$ cat config.mk
export PLATFORM = sky130hd
export DESIGN_NAME = acc_mul_unit
export DESIGN_NICKNAME = d
export VERILOG_FILES = /design/src/rtl/cpu_pkg.sv /design/src/rtl/shift_add_core.sv /design/src/rtl/acc_mul_unit.sv
export SDC_FILE = /design/constraint.sdc
export NUM_CORES = 1
export LEC_CHECK = 0
export ABC_AREA = 1
export BUFFER_PORTS_ARGS = -buffer_cell sky130_fd_sc_hd__clkbuf_2
export CAP_MARGIN = 10
export CORE_MARGIN = 2
export CORE_UTILIZATION = 43
export CTS_CLUSTER_DIAMETER = 150
export DETAILED_ROUTE_END_ITERATION = 10
export GPL_ROUTABILITY_DRIVEN = 0
export PLACE_DENSITY = 0.69
export REMOVE_ABC_BUFFERS = 1
export SLEW_MARGIN = 15
export SYNTH_ARGS = -nofsm -noshare
export SYNTH_HDL_FRONTEND = slang
export SYNTH_HIERARCHICAL = 1
export SYNTH_SLANG_ARGS = --single-unit
$ cat constraint.sdc
create_clock -name CLK -period 6 [get_ports CLK]
set_input_delay 0.3 -clock CLK [delete_from_list [all_inputs] [get_ports CLK]]
set_output_delay 0.3 -clock CLK [all_outputs]
set_load 0.01 [all_outputs]
$ cat src/rtl/cpu_pkg.sv
`default_nettype none
// ============================================================================
//  Module   : cpu_pkg
//  Purpose  : Shared constants and types for the accumulator multiply unit.
//             Holds the default operand and accumulator-address widths and
//             the multiplier sequencing state type.
//  Revision : 1.0  initial release
// ============================================================================
package cpu_pkg;

    localparam int DATA_W     = 8;
    localparam int ACC_ADDR_W = 3;

    typedef enum logic [1:0] {
        IDLE  = 2'd0,
        MUL   = 2'd1,
        WR_LO = 2'd2,
        WR_HI = 2'd3
    } mul_state_t;

endpackage
`default_nettype wire

$ cat src/rtl/shift_add_core.sv
`default_nettype none
// ============================================================================
//  Module   : shift_add_core
//  Purpose  : Shift-add multiply datapath. It holds the multiplicand,
//             multiplier, partial product and step counter. One partial
//             product is added per step, so a full multiply takes exactly
//             DATA_W steps.
//  Ports    : CLK, RST   clock and synchronous active-high reset
//             load       capture mcand/mplier/neg, clear product and count
//             step       perform one shift-add iteration
//             mcand      multiplicand (magnitude)
//             mplier     multiplier (magnitude)
//             neg        negate the result on the final step
//             prod       2*DATA_W product register
//             last       current step is the final one (count == DATA_W-1)
//  Revision : 1.0  initial release
// ============================================================================
module shift_add_core #(
    parameter int DATA_W = 8
) (
    input  logic                  CLK,
    input  logic                  RST,
    input  logic                  load,
    input  logic                  step,
    input  logic [DATA_W-1:0]     mcand,
    input  logic [DATA_W-1:0]     mplier,
    input  logic                  neg,
    output logic [2*DATA_W-1:0]   prod,
    output logic                  last
);

    // One spare bit so the counter can reach DATA_W without wrapping.
    localparam int CNT_W = $clog2(DATA_W) + 1;

    logic [DATA_W-1:0]   r_mcand;
    logic [DATA_W-1:0]   r_mplier;
    logic [2*DATA_W-1:0] r_prod;
    logic [CNT_W-1:0]    r_count;
    logic                r_neg;

    logic [2*DATA_W-1:0] w_mcand_ext;
    logic [2*DATA_W-1:0] w_addend;
    logic [2*DATA_W-1:0] w_sum;

    always_comb begin
        w_mcand_ext = {{DATA_W{1'b0}}, r_mcand};
        w_addend    = r_mplier[0] ? (w_mcand_ext << r_count) : '0;
        w_sum       = r_prod + w_addend;
    end

    assign last = (r_count == CNT_W'(DATA_W - 1));
    assign prod = r_prod;

    always_ff @(posedge CLK) begin
        if (RST) begin
            r_mcand  <= '0;
            r_mplier <= '0;
            r_prod   <= '0;
            r_count  <= '0;
            r_neg    <= 1'b0;
        end else if (load) begin
            r_mcand  <= mcand;
            r_mplier <= mplier;
            r_prod   <= '0;
            r_count  <= '0;
            r_neg    <= neg;
        end else if (step) begin
            r_mplier <= r_mplier >> 1;
            r_count  <= r_count + 1'b1;
            // Sign correction is folded into the final accumulate so the
            // signed path costs no extra cycle.
            r_prod   <= (last && r_neg) ? -w_sum : w_sum;
        end
    end

endmodule
`default_nettype wire

$ cat src/rtl/acc_mul_unit.sv
`default_nettype none
// ============================================================================
//  Module   : acc_mul_unit
//  Purpose  : Multi-cycle DATA_W x DATA_W shift-add multiplier that writes
//             its 2*DATA_W product back to the accumulator file as two
//             byte writes: low half to dstLo, then high half to dstHi.
//             Sequence: IDLE -> MUL (DATA_W cycles) -> WR_LO -> WR_HI.
//  Ports    : CLK, RST   clock and synchronous active-high reset
//             start      request, sampled with operands when not busy
//             isSigned   (ACC_MUL_SIGNED_EN only) two's complement operands
//             opA, opB   multiplicand / multiplier
//             dstLo/Hi   accumulator addresses for the low/high product
//             busy       operation in progress
//             done       one-cycle pulse alongside the high write
//             isWrite, writeReg, writeData  accumulator write port
//  Config   : define ACC_MUL_SIGNED_EN to add the isSigned port and signed
//             multiplication; otherwise the multiply is always unsigned.
//  Revision : 1.0  initial release
// ============================================================================
module acc_mul_unit #(
    parameter int DATA_W     = cpu_pkg::DATA_W,
    parameter int ACC_ADDR_W = cpu_pkg::ACC_ADDR_W
) (
    input  logic                  CLK,
    input  logic                  RST,
    input  logic                  start,
`ifdef ACC_MUL_SIGNED_EN
    input  logic                  isSigned,
`endif
    input  logic [DATA_W-1:0]     opA,
    input  logic [DATA_W-1:0]     opB,
    input  logic [ACC_ADDR_W-1:0] dstLo,
    input  logic [ACC_ADDR_W-1:0] dstHi,
    output logic                  busy,
    output logic                  done,
    output logic                  isWrite,
    output logic [ACC_ADDR_W-1:0] writeReg,
    output logic [DATA_W-1:0]     writeData
);

    import cpu_pkg::*;

    mul_state_t            r_state;
    mul_state_t            w_state_next;

    logic [ACC_ADDR_W-1:0] r_dst_lo;
    logic [ACC_ADDR_W-1:0] r_dst_hi;
    logic                  r_busy;
    logic                  r_done;
    logic                  r_is_write;
    logic [ACC_ADDR_W-1:0] r_write_reg;
    logic [DATA_W-1:0]     r_write_data;

    logic                  w_accept;
    logic                  w_step;
    logic                  w_last;
    logic [DATA_W-1:0]     w_mcand;
    logic [DATA_W-1:0]     w_mplier;
    logic                  w_neg;
    logic [2*DATA_W-1:0]   w_prod;

    assign w_accept = (r_state == IDLE) && start;
    assign w_step   = (r_state == MUL);

`ifdef ACC_MUL_SIGNED_EN
    // Signed operands are reduced to magnitudes at accept; the most negative
    // value maps to 2^(DATA_W-1), which still fits as an unsigned magnitude.
    always_comb begin
        w_mcand  = (isSigned && opA[DATA_W-1]) ? -opA : opA;
        w_mplier = (isSigned && opB[DATA_W-1]) ? -opB : opB;
        w_neg    = isSigned && (opA[DATA_W-1] ^ opB[DATA_W-1]);
    end
`else
    always_comb begin
        w_mcand  = opA;
        w_mplier = opB;
        w_neg    = 1'b0;
    end
`endif

    shift_add_core #(
        .DATA_W (DATA_W)
    ) u_core (
        .CLK    (CLK),
        .RST    (RST),
        .load   (w_accept),
        .step   (w_step),
        .mcand  (w_mcand),
        .mplier (w_mplier),
        .neg    (w_neg),
        .prod   (w_prod),
        .last   (w_last)
    );

    // ------------------------------------------------------------------
    // Sequencer
    // ------------------------------------------------------------------
    always_ff @(posedge CLK) begin
        if (RST) begin
            r_state <= IDLE;
        end else begin
            r_state <= w_state_next;
        end
    end

    always_comb begin
        w_state_next = r_state;
        case (r_state)
            IDLE:    if (start)  w_state_next = MUL;
            MUL:     if (w_last) w_state_next = WR_LO;
            WR_LO:   w_state_next = WR_HI;
            WR_HI:   w_state_next = IDLE;
            default: w_state_next = IDLE;
        endcase
    end

    // ------------------------------------------------------------------
    // Destination capture and registered outputs. The write registers are
    // loaded while the sequencer sits in WR_LO / WR_HI, so each write
    // appears one edge after the state is entered.
    // ------------------------------------------------------------------
    always_ff @(posedge CLK) begin
        if (RST) begin
            r_dst_lo     <= '0;
            r_dst_hi     <= '0;
            r_busy       <= 1'b0;
            r_done       <= 1'b0;
            r_is_write   <= 1'b0;
            r_write_reg  <= '0;
            r_write_data <= '0;
        end else begin
            r_is_write <= 1'b0;
            r_done     <= 1'b0;

            if (w_accept) begin
                r_dst_lo <= dstLo;
                r_dst_hi <= dstHi;
                r_busy   <= 1'b1;
            end

            case (r_state)
                WR_LO: begin
                    r_is_write   <= 1'b1;
                    r_write_reg  <= r_dst_lo;
                    r_write_data <= w_prod[DATA_W-1:0];
                end
                WR_HI: begin
                    r_is_write   <= 1'b1;
                    r_write_reg  <= r_dst_hi;
                    r_write_data <= w_prod[2*DATA_W-1:DATA_W];
                    r_done       <= 1'b1;
                    // Dropping busy here lets a new start be taken in the
                    // very next cycle.
                    r_busy       <= 1'b0;
                end
                default: ;
            endcase
        end
    end

    assign busy      = r_busy;
    assign done      = r_done;
    assign isWrite   = r_is_write;
    assign writeReg  = r_write_reg;
    assign writeData = r_write_data;

endmodule
`default_nettype wire

======== Word-level counts from Yosys, hierarchy flattened ========
Cells that the tools add are included.
word-level totals
  register bits after elaboration ......... 58
  input port bits ......................... 25
  output and inout bits ................... 14
cells by class
  $add $sub $neg .......................... 2
  equal/unequal tests ..................... 6
  shift operators ......................... 1
  multiplexer cells ....................... 10
  reductions and logical operators ........ 8
operators with widths
  kind                                                  count
  adder 16 bit                                          1
  2-to-1 mux 16 bit                                     1
  2-to-1 mux 8 bit                                      2
  case mux 8 bit (2 select lines)                       1
  left shift 8 x 4 -> 16 bit                            1
  case mux 2 bit (4 select lines)                       1
  case mux 3 bit (2 select lines)                       1
  OR reduction 2 bit                                    3
  adder 4 x 1 -> 4 bit (second input constant)          1
  equality test 2 bit (second input constant)           2
  equality test 4 x 3 -> 1 bit (second input constant)  1
  2-to-1 mux 2 bit                                      2
  inequality test 2 bit (second input constant)         2
  nonzero test 2 bit                                    2
  equality test 2 x 1 -> 1 bit (second input constant)  1
  logical NOT 2 bit                                     1
  2-to-1 mux 1 bit                                      2
  AND reduction 2 bit                                   1
  logical AND 1 bit                                     1

======== Longest topological paths before layout ========
Gate-level depths: netlist of the first run.
  depth in word-level cells ............... 3
  mapped depth ............................ 26
  depth with buffers taken out ............ 25

======== Hierarchy ========
The synthesis of the first run kept the hierarchy.
by module, submodules not included
  module          times used  cells an instance  area an instance (sq um)  seq. area each (sq um)
  shift_add_core  1           572                3,318.2                   740.7
  acc_mul_unit    1           143                1,008.5                   440.4

======== Worst setup path before layout of the first run ========
Ideal clock, no wire load.
  path kind ............................... reg2reg
  start point ............................. register u_core.r_count[1]
  end point ............................... register u_core.r_prod[15], in the netlist u_core/prod[15]
  library setup time ...................... 0.109 ns
  arrival time ............................ 2.718 ns
  data required time ...................... 5.891 ns
  slack ................................... 3.174 ns
  cell stages (with the launch flop) ...... 25
  path buffers ............................ 2
  period minus slack after synthesis ...... 2.826 ns
  path through ............................ dfxtp_1 clkbuf_1 inv_1 clkbuf_1 nand2_1 nand2_1 nand2_1 o21ai_0 a2bb2oi_1 nor2_1 ha_1 inv_1 nor3_1 and2_1 nand2_1 nand2_1 nand2_1 nand2_1 nand2_1 nor2_1 nand2_1 nand3_1 nand3_1 nand2_1 inv_1
between the ends
  longest elaborated chain between the ends .. 3
ends and longest elaborated chain
  item                        RTL line              text
  from (decl)                 shift_add_core.sv:38  logic [CNT_W-1:0] r_count;
  from (signal assigned)      shift_add_core.sv:69  r_count <= r_count + 1'b1;
  left shift 8 x 4 -> 16 bit  shift_add_core.sv:47  w_addend = r_mplier[0] ? (w_mcand_ext << r_count) : '0;
  2-to-1 mux 16 bit           shift_add_core.sv:47
  adder 16 bit                shift_add_core.sv:48  w_sum = r_prod + w_addend;
  to (signal assigned)        shift_add_core.sv:72  r_prod <= (last && r_neg) ? -w_sum : w_sum;
  to (decl)                   shift_add_core.sv:37  logic [2*DATA_W-1:0] r_prod;
No other way between the ends.
A chain may end at the register's enable or synchronous reset.

======== Final worst setup path of the first run ========
  start point ............................. register u_core.r_count[0]
  end point ............................... register u_core.r_prod[15], in the netlist u_core/prod[15]
The elaborated chain is that of the path after synthesis.

==> results of run 1 <==
[state kept, by name, indices dropped and copies added, names as in the netlist]
signal	flops
u_core/prod	16
u_core/r_mcand	8
u_core/r_mplier	8
writeData	8
u_core/r_count	4
r_dst_hi	3
r_dst_lo	3
writeReg	3
r_state	2
busy	1
done	1
isWrite	1
u_core/r_neg	1
[per-layer routing]
metal / vias up / wire length (um)
met1: 2029 / 5310
met4: 0 / 215
met5: - / 0
met2: 110 / 5260
li1: 2345 / -
met3: 18 / 367
[power groups by stage]
stage                     combinational, mW  sequential [mW]  clock [mW]
after global routing                   1.23            0.607       0.377
final                                  1.07            0.594       0.352
after global placement                 1.03            0.597           0
after detailed placement               1.06            0.602           0
after CTS                              1.06            0.593       0.359
after floorplan                       0.823            0.573           0
[layout by cell type (no fill, tap or decap), types with 3 or more instances in the layout]
| master | n |
|---|---|
| nand2_1 | 202 |
| nor2_1 | 95 |
| inv_1 | 92 |
| nand3_1 | 76 |
| dfxtp_1 | 59 |
| o21ai_0 | 48 |
| clkbuf_2 | 38 |
| a21oi_1 | 22 |
| ha_1 | 22 |
| clkbuf_8 | 9 |
| nand2_2 | 9 |
| inv_2 | 8 |
| a221oi_1 | 7 |
| nor3_1 | 6 |
| o211ai_1 | 5 |
| or2_1 | 4 |
| nand3_2 | 4 |
| xor2_1 | 4 |
| nor2_2 | 3 |
| clkinv_2 | 3 |
| nor2_4 | 3 |
| o21ai_1 | 3 |
[kinds of logic (layout without fill, tap and decap cells)]
logic type,Yosys count,after routing,share of synthesized area [%]
buffers and inverters,120,157,11.2
XOR/XNOR,6,6,1.21
adder cells (fa/ha/maj),23,23,6.82
other,1,1,0.0867
flip-flops,59,59,27.3
AND/OR/NAND/NOR,413,413,41.2
AO/OA/AOI/OAI,93,93,12.2
[final cells by class]
cell class                      count  area (um^2)
Clock buffer                        9          124
Clock inverter                      7         68.8
Fill cell                        1075         4990
Inverter                          102          383
Multi-Input combinational cell    536         2660
Sequential cell                    59         1180
Tap cell                          133          166
Timing Repair Buffer               39          198
[worst paths after layout]
| path | slack, ns | endpoint | startpoint | depth (start not counted) |
|---|---|---|---|---|
| setup reg to reg | 2.51 | u_core/prod[15]$_SDFFE_PP0P_ | u_core/r_count[0]$_SDFFE_PP0P_ | 23 |
| hold / removal | 0.19 | u_core/r_mcand[3]$_SDFFE_PP0P_ | opA[3] | 3 |
| hold reg to reg | 0.47 | u_core/r_mplier[4]$_SDFFE_PP0P_ | u_core/r_mplier[5]$_SDFFE_PP0P_ | 2 |
| setup / recovery | 2.51 | u_core/prod[15]$_SDFFE_PP0P_ | u_core/r_count[0]$_SDFFE_PP0P_ | 23 |
[critical path, stage by stage (launching register included)]
cell	delay (ns)
dfxtp_1	0.49
inv_1	0.19
o21ai_0	0.26
nand2_1	0.09
nand2_1	0.10
nand2_1	0.05
o21ai_0	0.13
a2bb2oi_1	0.20
nor2_1	0.11
ha_1	0.39
inv_1	0.10
nor3_1	0.27
and2_1	0.17
nand2_1	0.09
nand2_1	0.11
nand2_1	0.06
nand2_1	0.09
nand2_1	0.06
nor2_1	0.10
nand2_1	0.06
nand3_1	0.06
nand3_1	0.07
nand2_1	0.11
inv_1	0.04
[metrics by stage]
| stage | utilization [%] | worst slack, ns | hold WS, ns |
|---|---|---|---|
| 3_5_place_dp | 47.0 | 2.59 | 0.465 |
| 3_3_place_gp | 47.0 | 2.70 | 0.457 |
| 2_1_floorplan | - | 3.16 | 0.372 |
| 6_report | 48.9 | 2.51 | 0.192 |
| 5_1_grt | 48.9 | 2.11 | 0.196 |
| 4_1_cts | 48.9 | 2.57 | 0.175 |
==> summary.md, run 1 <==
| Metric | Value |
|---|---|
| Die Y | approximately 100 um |
| Site Rows | 36 |
| Dpl cells | between 800 and 900 |
| Worst vdd ir | 0.279 mV |
| Post-cts resize count | 0 |
| Drt wl/cell | 12.6 um |
| Non-Filler Instances | 885 |
| Total of max-cap violations | 0 |
| Ys Warns | 6 |
| Initial Util | 44.3% |
| Crit path capture type | register |
| Most frequent cells after synthesis | nand2_1, nor2_1, inv_1 |
| First-pass GRT wire length | roughly 19 mm |
| Via count | around 4500 |
| RSZ-0062 raised after global routing | false |
| Layout Skew | around 0.014 ns |
| Post-Syn Area per Cell | between 6 and 7 um^2 |
| Sw Pwr | just under 1 mW |
| Fraction of layout cells with a size suffix above 1 | 11.4% |
| DP Area | approximately 0.0046 mm^2 |
| DRC Markers | 0 |
| CTS Buffer Depth | 2 |
| # diodes | 0 |
| Status | completed |
| Crit path DAT | 3.71 ns |
| Die area | approximately 0.011 mm^2 |
| Io pins | 39 |
| Top-area cell type share of the netlist area | 27.3% |
| Routing usage on met1 | between 20 and 30% |
| CTS Buf Count | 9 |
| Number of port buffers | 38 |
| Cells after Synth | between 700 and 800 |
| Worst-path clk slew | 0.07 ns |
| EDFF count, synth | 0 |
| Area delta synth->final | 10.5% |
| Post-synthesis cell area | 0.00433 mm^2 |
| Top cells by area, synth | dfxtp_1, nand2_1, nand3_1 |
| TritonCTS clock tree | built |
| Worst slew pin tran | 0.804 ns |
| Most Crowded Layer GR | met2 |
| Initial antenna violation count | 0 |
| Top-count cell post-synth | nand2_1 |
| DRT Pass-1 Iters | 5 |
| Antenna-violating nets left | 0 |
| Overall routing resource usage | a little over a fifth |
| Vias in the first global route | roughly 4200 |
| CP Class | register to register |
| Power Dens Cells | about 420 mW/mm^2 |
| GRT Residual Overflow | 0 |
| Vias per std cell | 5.09 |
| Final hold violation count | 0 |
| Flop pwr share | between 20 and 30% |
| Met2 Use GR | between 30% and 40% |
| Worst setup SP type | register |
| Post-CTS setup buffers | 0 |
| # clock sinks | 59 |
| Post-synth cell types | 40 |
| Root Buffer | clkbuf_8 |
| # setup viols final | 0 |
| Cell taking the most area after synthesis | dfxtp_1 |
| H-tree depth | 3 |
| Core area | about 0.0098 mm^2 |
| Fmax | approximately 290 MHz |
| Hold crit path type | input pin to register |
| Worst skew pair latency | between 0.3 and 0.4 ns |
| Die Width | around 100 um |
| Fin crit period | between 3 and 4 ns |
| Met3 Use GR | ~3.6% |
| Cts hold-fix bufs | 0 |
| Max transition margin | between 40 and 50% |
| Design Power | around 2.0 mW |
| Final #Nets | between 700 and 800 |
| Logic pwr share | between 50% and 60% |
| Pleak | ~2.5 nW |
| Register area share after synthesis | 27.3% |
| DP HPWL | between 8 and 9 mm |
| Sw frac | a little under half |
| Final instance area | 0.00478 mm^2 |
| Routed Wire Length | about 11 mm |
| DRT iter0 DRCs | between 200 and 250 |
| Critical Path RT | between 6 and 7 ns |
| Largest net degree at the start of global routing | 36 |
| Internal power | approximately 1.0 mW |
| Clock share of power | between 10% and 20% |
| Async SR Flop Fraction | 0% |
| Synthesized flop and latch total | 59 |
| Final TNS setup | 0 ns |
| Final Cycle Share | 58.2% |
| Slew Limit Fails | 0 |
| Primary FF master, synth | dfxtp_1 |
| Critical path peak fanout | 11 |
Power figures use the tool's default switching activity.
==> inputs of run 2 (changes only) <==
--- a/config.mk
+++ b/config.mk
@@ -5,7 +5,7 @@
 export SDC_FILE = /design/constraint.sdc
 export NUM_CORES = 1
 export LEC_CHECK = 0
-export ABC_AREA = 1
+export ABC_AREA = 0
 export BUFFER_PORTS_ARGS = -buffer_cell sky130_fd_sc_hd__clkbuf_2
 export CAP_MARGIN = 10
 export CORE_MARGIN = 2
==> constraint.sdc (replaced) <==
create_clock -name CLK -period 3.31 [get_ports CLK]
set_input_delay 0.1655 -clock CLK [delete_from_list [all_inputs] [get_ports CLK]]
set_output_delay 0.1655 -clock CLK [all_outputs]
set_load 0.01 [all_outputs]
==> summary.md, run 2 <==
| Metric | Value |
|---|---|
| Core area | about 0.0096 mm^2 |
| Buffers & Inverters on Critical Path | 3 |
| First-pass GRT wire length | around 19 mm |
| Number of port buffers | 38 |
| Final WS setup | -0.294 ns |
| GRT Residual Overflow | 0 |
| Root Buffer | clkbuf_8 |
| Fmax | 277 MHz |
| Commonest non-fill, non-tap cell in the layout | buf_4 |
| Fraction of layout cells with a size suffix above 1 | between 30% and 40% |
| Top cells by area, synth | dfxtp_1, mux2i_1, nor2_1 |
| Max transition margin | 46.7% |
| Final Cycle Share | 109% |
| Post-synth cell types | 65 |
| # setup viols final | 8 |
| Crit path max-delay cell type | mux4_2 |
| Die Y | about 100 um |
| Worst setup SP type | register |
| Dpl cells | roughly 750 |
| Die area | roughly 0.011 mm^2 |
| Pleak | about 2.4 nW |
| Initial antenna violation count | 0 |
| Io pins | 39 |
| Worst vdd ir | ~0.36 mV |
| Crit path DAT | 3.90 ns |
| H-tree depth | 3 |
| DRT Pass-1 Iters | 6 |
| Die Width | just over 100 um |
| Final #Nets | between 700 and 800 |
| CTS Buf Count | 9 |
| Worst slew pin tran | 0.800 ns |
| R2R setup slack | -0.29 ns |
| Worst skew pair latency | ~0.35 ns |
| Slew Limit Fails | 0 |
| Max FFs per register | 16 |
| Routed Wire Length | 13.1 mm |
| Ys Warns | 6 |
| Worst-path clk slew | approximately 0.070 ns |
| Fin crit period | between 3 and 4 ns |
| Site Rows | 36 |
| Async SR Flop Fraction | 0% |
| Drt wl/cell | 16.5 um |
| Final hold violation count | 0 |
| Initial Util | roughly 44% |
| Status | complete, but fails checks |
| Layout Skew | a little over 0.007 ns |
| Area delta synth->final | 41.4% |
| DRT iter0 DRCs | 345 |
| CP Class | register to register |
| Crit path max-delay family | compound AO/OA/AOI/OAI gates |
| # diodes | 0 |
| RSZ-0062 raised after global routing | true |
| Overall routing resource usage | a little under a quarter |
| Crit path capture type | register |
| Hold crit path type | input pin to register |
| Top-area cell type share of the netlist area | about 28% |
| Power Dens Cells | between 600 and 700 mW/mm^2 |
| Filler Cell Count | just under 800 |
| Critical Path Max Stage Delay | roughly 0.50 ns |
| EDFF count, synth | 0 |
| Post-synthesis cell area | roughly 0.0042 mm^2 |
| Via count | approximately 4400 |
| Cell taking the most area after synthesis | dfxtp_1 |
| # clock sinks | 59 |
| DRC Markers | 0 |
| Critical Path RT | 3.60 ns |
| Total of max-cap violations | 0 |
| TritonCTS clock tree | built |
| Failing checks | negative setup slack |
| Most frequent cells in the layout | buf_4, nor2_1, dfxtp_1 |
| Design Power | around 3.7 mW |
| Largest net degree at the start of global routing | between 40 and 50 |
| Antenna-violating nets left | 0 |
| Top-count cell post-synth | nor2_1 |
| Register area share after synthesis | ~28% |
| DP HPWL | ~8.7 mm |
| Cells after Synth | ~530 |
| Synthesized flop and latch total | 59 |
| Vias in the first global route | 4033 |
| Critical-path cell list | buf_8 > buf_12 > nor2_2 > nand2_2 > mux2i_2 > nor2b_4 > ha_4 > a21o_4 > a21oi_4 > a211oi_4 > buf_4 > o41ai_4 > xnor2_2 > and4bb_1 > mux4_2 > nand2_1 |
| Non-Filler Instances | between 700 and 800 |
| Post-Syn Area per Cell | 7.97 um^2 |
| CTS Buffer Depth | 2 |
| Critical path peak fanout | 6 |
| Vias per std cell | 5.59 |
| Primary FF master, synth | dfxtp_1 |
| Most frequent cells after synthesis | nor2_1, dfxtp_1, nand2_1 |
==> run 2: changes by cell type after synthesis, sizes merged, moves of 8 or more <==
cell	delta
a211oi	+15
a21oi	+8
clkbuf	+14
inv	-88
mux2i	+42
nand2	-164
nand3	-66
nor2	-22
nor2b	+20
o21ai	-20
xnor2	+11
==> run 2: worst paths after layout <==
path	startpoint	end	depth (start not counted)
setup reg to reg	u_core/r_count[1]$_SDFFE_PP0P_	u_core/prod[15]$_SDFFE_PP0P_	16
setup / recovery	u_core/r_count[1]$_SDFFE_PP0P_	u_core/prod[15]$_SDFFE_PP0P_	16
hold reg to reg	r_dst_hi[2]$_SDFFE_PP0P_	r_dst_hi[2]$_SDFFE_PP0P_	2
hold / removal	opA[7]	u_core/r_mcand[7]$_SDFFE_PP0P_	3
==> run 2: worst min-delay path, stage by stage <==
cell	delay, ns
clkbuf_2	0.07
mux2i_1	0.05
nor2_1	0.07
==> run 2: layer usage <==
metal | track usage [%] | up-vias | wire length, um
li1 | - | 2118 | -
met1 | 29.5 | 2088 | 5340
met2 | 39.2 | 182 | 6480
met3 | 4.88 | 43 | 803
met4 | 9.62 | 0 | 447
met5 | 0 | - | 0
==> run 2: layout make-up <==
type	count	area, um^2	area share (%)
clock inverter	5	77.6	1.30
sequential	59	1190	19.9
tap	133	166	2.80
multi-input combinational	423	3280	55.1
inverter	12	45.0	0.757
clock buffer	11	131	2.21
timing repair buffer	149	1070	17.9
==> run 2: kinds of logic after synthesis <==
family,synth area share [%]
XOR/XNOR,4.37
buffers and inverters,4.70
adder cells (fa/ha/maj),7.02
AND/OR/NAND/NOR,24.4
other,0.0891
flip-flops,28.1
multiplexers,12.9
AO/OA/AOI/OAI,18.4
==> run 2: per-stage QoR <==
step	setup WS [ns]	instance area, um^2	util [%]	hold WS, ns	TNS, ns
2_1_floorplan	-0.616	4050	-	0.235	-1.82
3_3_place_gp	-0.366	5030	52.2	0.399	-1.74
3_5_place_dp	-0.501	5030	52.2	0.404	-2.64
4_1_cts	-0.213	5610	58.2	0.0369	-0.793
5_1_grt	-0.402	5950	61.7	0.0370	-2.45
6_report	-0.294	5950	61.7	0.0476	-1.55
==> run 2: repair_timing <==
action	in CTS	in global routing
pin swaps	21	32
hold buffers	0	0
endpoints found under the setup margin	9	10
gates resized for setup	55	48
buffers inserted	14	14
==> run 2: power breakdown <==
| group | internal [mW] | switching, mW |
|---|---|---|
| Sequential | 0.832 | 0.125 |
| Clock | 0.422 | 0.301 |
| Combinational | 1.02 | 1.02 |
| Total | 2.27 | 1.45 |
